===== config.mk =====
export PLATFORM = sky130hd
export DESIGN_NAME = rr_reg_arbiter
export DESIGN_NICKNAME = d
export VERILOG_FILES = /design/src/rtl/rr_reg_arbiter.sv
export SDC_FILE = /design/constraint.sdc
export NUM_CORES = 1
export LEC_CHECK = 0
export BUFFER_PORTS_ARGS = -buffer_cell sky130_fd_sc_hd__buf_4
export CAP_MARGIN = 20
export CORE_AREA = 2 2 59 61
export CTS_CLUSTER_DIAMETER = 50
export DETAILED_ROUTE_END_ITERATION = 7
export DIE_AREA = 0 0 61 63
export SYNTH_ARGS = -nofsm -noshare
export SYNTH_HDL_FRONTEND = slang
export SYNTH_SLANG_ARGS = --single-unit

===== constraint.sdc =====
create_clock -name clk -period 1.4 [get_ports clk]
set_input_delay 0.14 -clock clk [delete_from_list [all_inputs] [get_ports clk]]
set_output_delay 0.14 -clock clk [all_outputs]
set_load 0.05 [all_outputs]

===== src/rtl/rr_reg_arbiter.sv =====
// Round-robin arbiter owning a single shared WIDTH-bit register.
// The granted requester writes its lane every cycle, up to MAX_HOLD writes per grant.
module rr_reg_arbiter #(
    parameter int unsigned NREQ     = 4,
    parameter int unsigned WIDTH    = 8,
    parameter int unsigned MAX_HOLD = 3,
    localparam int unsigned OwnW    = (NREQ > 1) ? $clog2(NREQ) : 1
) (
    input  logic                  clk,
    input  logic                  rst_n,
    input  logic [NREQ-1:0]       req,
    input  logic [NREQ*WIDTH-1:0] wdata,
    output logic [NREQ-1:0]       gnt,
    output logic [WIDTH-1:0]      q,
    output logic                  upd,
    output logic [OwnW-1:0]       owner
);

    localparam int unsigned CntW = $clog2(MAX_HOLD + 1);
    localparam logic [CntW-1:0] MaxCnt = CntW'(MAX_HOLD);
    localparam logic [OwnW-1:0] LastIdx = OwnW'(NREQ - 1);

    typedef enum logic {StIdle, StOwn} state_e;

    state_e            state_q;
    logic [NREQ-1:0]   gnt_q;
    logic [WIDTH-1:0]  q_q;
    logic              upd_q;
    logic [OwnW-1:0]   owner_q;
    logic [OwnW-1:0]   ptr_q;
    logic [CntW-1:0]   cnt_q;

    logic [WIDTH-1:0]  lane [NREQ];
    logic              win_vld;
    logic [OwnW-1:0]   win;
    logic [NREQ-1:0]   gnt_win;
    logic [OwnW-1:0]   ptr_next;
    logic [CntW-1:0]   cnt_inc;
    int unsigned       idx;

    for (genvar i = 0; i < NREQ; i++) begin : g_lane
        assign lane[i] = wdata[i*WIDTH +: WIDTH];
    end

    // Wrapping priority search starting at the round-robin pointer.
    always_comb begin
        win_vld = 1'b0;
        win     = '0;
        gnt_win = '0;
        idx     = 0;
        for (int unsigned i = 0; i < NREQ; i++) begin
            idx = (32'(ptr_q) + i) % NREQ;
            if (!win_vld && req[idx[OwnW-1:0]]) begin
                win_vld = 1'b1;
                win     = idx[OwnW-1:0];
            end
        end
        gnt_win[win] = 1'b1;
    end

    assign ptr_next = (owner_q == LastIdx) ? '0 : owner_q + 1'b1;
    assign cnt_inc  = cnt_q + 1'b1;

    always_ff @(posedge clk) begin
        if (!rst_n) begin
            state_q <= StIdle;
            gnt_q   <= '0;
            q_q     <= '0;
            upd_q   <= 1'b0;
            owner_q <= '0;
            ptr_q   <= '0;
            cnt_q   <= '0;
        end else begin
            unique case (state_q)
                StIdle: begin
                    upd_q <= 1'b0;
                    if (win_vld) begin
                        gnt_q   <= gnt_win;
                        owner_q <= win;
                        cnt_q   <= '0;
                        state_q <= StOwn;
                    end
                end
                StOwn: begin
                    if (req[owner_q]) begin
                        q_q   <= lane[owner_q];
                        upd_q <= 1'b1;
                        cnt_q <= cnt_inc;
                    end else begin
                        upd_q <= 1'b0;
                    end
                    // Release when the owner lets go or has used its last write.
                    if (!req[owner_q] || cnt_inc == MaxCnt) begin
                        gnt_q   <= '0;
                        state_q <= StIdle;
                        ptr_q   <= ptr_next;
                    end
                end
                default: state_q <= StIdle;
            endcase
        end
    end

    assign gnt   = gnt_q;
    assign q     = q_q;
    assign upd   = upd_q;
    assign owner = owner_q;

endmodule

Word-level counts from Yosys, hierarchy flattened. Index checks and enable logic that the tools add are counted.

Reduce and logical (&&, ||, !) cells: 14. Equality and inequality tests: 5. Bitwise gates (word level): 2. Muxes and demuxes: 35. Magnitude comparators: 8. Add/subtract/negate cells: 5.

Operators by type and width (number): 2-bit by 3-bit less-than comparator with 1-bit output, second input constant (6); 8-bit binary-select mux with 2-bit select (1); 8-bit 2-to-1 mux (2); 2-bit 2-to-1 mux (7); 1-bit 2-to-1 mux (13); 1-bit binary-select mux with 2-bit select (5); 2-bit AND reduction (5); 4-bit 2-to-1 mux (2); 4-bit case mux with 2 select lines (1); 2-bit by 1-bit adder with 2-bit output, second input constant (3); 2-bit adder, second input constant (2); 2-bit == test, second input constant (2); 1-bit logical AND (4); 1-bit zero test (4); 2-bit by 1-bit inequality test with 1-bit output, second input constant (2); 1-bit case mux with 2 select lines (2); 2-bit case mux with 2 select lines (1); 3-bit >= comparator, second input constant (1); 2-bit inverter with 3-bit output (1); 1-bit demux with 2-bit select (1); 2-bit by 1-bit >= comparator with 1-bit output, second input constant (1); 2-bit inequality test, second input constant (1); 1-bit logical OR (1); 1-bit inverter (1).

Register bits after elaboration: 20. Word-level logic and storage cells: 76.

Depth between registers and ports, before layout.
Depth in word-level cells: 18. Gate-level depth with buffers: 6. Gate-level depth less buffers: 6.

Worst setup path after synthesis. OpenSTA, ideal clock, no wires.

Kind: flip-flop to flip-flop. Start: register owner_q[1], in the netlist owner[1]. End: register q_q[1], in the netlist q[1]. Data arrival time: 1.814 ns. Slack: -0.542 ns. Clock period less this slack: 1.942 ns. Cell stages (with the launch flop): 7. Cells stage by stage: dfxtp_1 > buf_2 > mux4_2 > nand2_1 > buf_6 > mux2i_1 > nor2_1.

Word-level cells in the longest chain between the ends: 4. Elaborated cells on any way between the ends: 7. Classes of those cells: mux (5); bitwise (1); reduce/logical (1).

RTL lines: from (decl) (RTL line 29) `logic [OwnW-1:0] owner_q;`; from (signal assigned) (RTL line 79) `owner_q <= win;`; 2-bit inverter with 3-bit output (implied by the code) (RTL line 86) `q_q <= lane[owner_q];`; 8-bit binary-select mux with 2-bit select (RTL line 86); 8-bit 2-to-1 mux (implied by the code) (2 in series) (RTL line 86); to (signal assigned) (RTL line 86); to (decl) (RTL line 27) `logic [WIDTH-1:0] q_q;`.

Parallel ways exist; a longest one is shown, timed or not. The select of a mux whose other input is x is not followed. A chain may end at the register's enable or synchronous reset.

Worst setup path after layout.
Start: register owner_q[0], in the netlist owner[0]. End: register gnt_q[3], in the netlist gnt[3].

Word-level cells in the longest chain between the ends: 6.

RTL lines: 1-bit binary-select mux with 2-bit select (RTL line 93) `if (!req[owner_q] || cnt_inc == MaxCnt) begin`; 1-bit 2-to-1 mux (implied by the code) (RTL line 93); 1-bit zero test (RTL line 93); 1-bit logical OR (RTL line 93); 2-bit by 1-bit inequality test with 1-bit output (no source line); 2-bit AND reduction (no source line); to (signal assigned) (RTL line 78) `gnt_q <= gnt_win;`; to (decl) (RTL line 26) `logic [NREQ-1:0] gnt_q;`.

No other way between the ends. The select of a mux whose other input is x is not followed.

==> results.toml <==
[global_route]
grt_antenna_before_repair = 0
grt_max_degree = 13
grt_pass1_wl_mm = 4.75
grt_util_all_layers = 0.163
grt_pass1_vias = 1119
grt_overflow_total = 0

[floorplan]
initial_core_util = 0.331
core-area_sq_um = 3230
chipWidth_um = 61
die-area_sq_um = 3840
io_pins = 53
rows = 21
die_h_um = 63

[drt]
viasPerCell = 4.85
wirelength_mm = 2.80
firstDrtPassIters = 4
drt_iter0_drc = 18
routed_wire_length_per_instance_um = 13.0
dr_total_vias = 1042
postRouteAntennaNets = 0
drc_errors = 0

[yosys]
syn_area_per_cell_sq_um = 10.3
yosysMostFrequentCell = "dfxtp_1"
synth_seq_cells = 20
yosysTopAreaCellShare = 0.375
synth_largest_area_cell = "dfxtp_1"
synth_flop_cell = "dfxtp_1"
synth_cells = 104
syn_area_sq_um = 1070
synth_warnings = 0
ys_top_cells_by_count = "dfxtp_1 (20), nor2_1 (14), mux2i_1 (9), mux4_2 (9), nand3_1 (7)"
synth_async_sr_flop_share = 0
ys_types = 27
synthesis.nets = 144
synth-edff-count = 0
yosysSeqAreaShare = 0.375
netlist_top_cells_area = "dfxtp_1 (37%), mux4_2 (19%), mux2i_1 (8.4%)"

[worst_setup_path]
endpoint_kind = "flop"
critPathLaunchType = "flop"
path_class = "reg -> reg"
reg2regPathDepth = 4
worst_ep_arrival_time_ns = 1.74
required_ns = 1.61
worstPathMaxFanout = 4

[clock_tree]
cts_buffers = 3
root_buffer = "clkbuf_4"
worstSkewPairLatency_ns = 0.30
holdBufCountCts = 0
cts_tree = "done"
clkSinkCount = 20
clkTransAtPathRegs_ns = 0.12
cts_buffer_depth = 2
h-tree-depth = 1

[cells_and_area]
fill_cells = 317
fin_util = 0.526
final_cells = 215
drive_gt1_frac = 0.556
ff_latch_area_sq_um = 409
syn_to_final_growth_pct = 59.1
layout.nets = 210
antenna_cells = 0
design_area_sq_um = 1700
multiInputGateArea_sq_um = 668

[placement]
dpl.hpwl_mm = 2.22
gp_congestion = 0.773
port_buffers = 52
dpl_cell_area_sq_um = 1590
numPlacedInstances = 208
dp_slack_ns = -0.176

[pwr]
peakVddDrop_mv = 0.452
p_leak_nw = 0.767
total_power_mw = 1.54
cellPowerDensity_nw_per_um2 = 907

[hold_path]
whs_path_depth = 3
hold_path_class = "in -> reg"

[sta]
worstMarginPinSlew_ns = 0.444
finalWorstSetupSlack_ns = -0.132
fmax_mhz = 653
slew_viol_final = 0
finClkSkew_ns = 0.00617
finalCritPeriodShare = 1.09
setup_tns_ns = -1.59
relSlewSlack = 0.703
fin_crit_ns = 1.53
rsz0062_at_grt = "yes"
whs_ns = 0.133
setup_viol = 17
hold_violations = 0

[outcome]
violations = "setup timing"
outcome = "finished, violations left"

[flow_run]
cap_violations = 0
-- state kept, by name, summed over array words and instances, names as in the netlist --
signal   cells
q            8
upd          1
owner        2
ptr_q        2
cnt_q        2
state_q      1
gnt          4
-- final timing paths --
kind / to / slack, ns / from
worst max-delay path: gnt[3] / -0.13 / owner[0]
worst min-delay path: ptr_q[1] / 0.13 / rst_n
worst max register to register: gnt[3] / -0.13 / owner[0]
worst min register to register: cnt_q[0] / 0.49 / cnt_q[0]
-- cell type report --
| type | instances | area share |
|---|---|---|
| Tap cell | 46 | 0.0338 |
| Sequential cell | 20 | 0.241 |
| Timing Repair Buffer | 67 | 0.302 |
| Inverter | 4 | 0.00883 |
| Multi-Input combinational cell | 74 | 0.393 |
| Clock buffer | 4 | 0.0213 |
-- cells by family (layout without fill, tap and decap cells) --
family | Yosys count | count (layout) | synth area share
and+or+nand+nor | 35 | 36 | 0.146
buffers and inverters | 11 | 75 | 0.0503
adders and majority gates | 2 | 2 | 0.0234
DFF | 20 | 20 | 0.375
AOI/OAI and AO/OA | 18 | 18 | 0.131
muxes | 18 | 18 | 0.274
-- critical path, cell delays in order (launching register included) --
cell      delay (ns)
dfxtp_4         0.37
mux4_2          0.55
a21boi_4        0.24
nor3_2          0.07
a32o_1          0.21
-- timing repair --
action / CTS / global route
gates resized for setup: 3 / 7
buffers inserted: 2 / 0
pin swaps: 0 / 1
gates cloned: 1 / 0
setup endpoints to repair: 17 / 18
-- routing by layer --
metal | share of wire | GRT usage | vias up
met1 | 0.41 | 0.195 | 503
met5 | 0 | 0 | -
met3 | 0.025 | 0.0186 | 4
met2 | 0.55 | 0.284 | 19
li1 | - | - | 516
met4 | 0.018 | 0.0679 | 0
-- layout by cell type (no fill, tap or decap), types with 2 or more instances in the layout --
cell	Yosys	layout
a21oi_1	6	5
a32o_1	2	2
buf_4	0	64
buf_6	1	3
clkbuf_4	0	3
dfxtp_1	20	17
dfxtp_4	0	2
ha_1	2	2
inv_1	4	4
mux2i_1	9	9
mux4_2	9	9
nand2_1	6	5
nand3_1	7	7
nor2_1	14	14
nor3_2	0	2
or2_2	2	2
-- report_power, final --
part / switching [mW] / internal, mW / total, mW / leakage, nW
logic: 0.288 / 0.274 / 0.561 / 0.580
clock network: 0.178 / 0.159 / 0.337 / 0.0210
registers: 0.0336 / 0.611 / 0.644 / 0.165
total: 0.499 / 1.04 / 1.54 / 0.767
(Power assumes the default switching activity.)
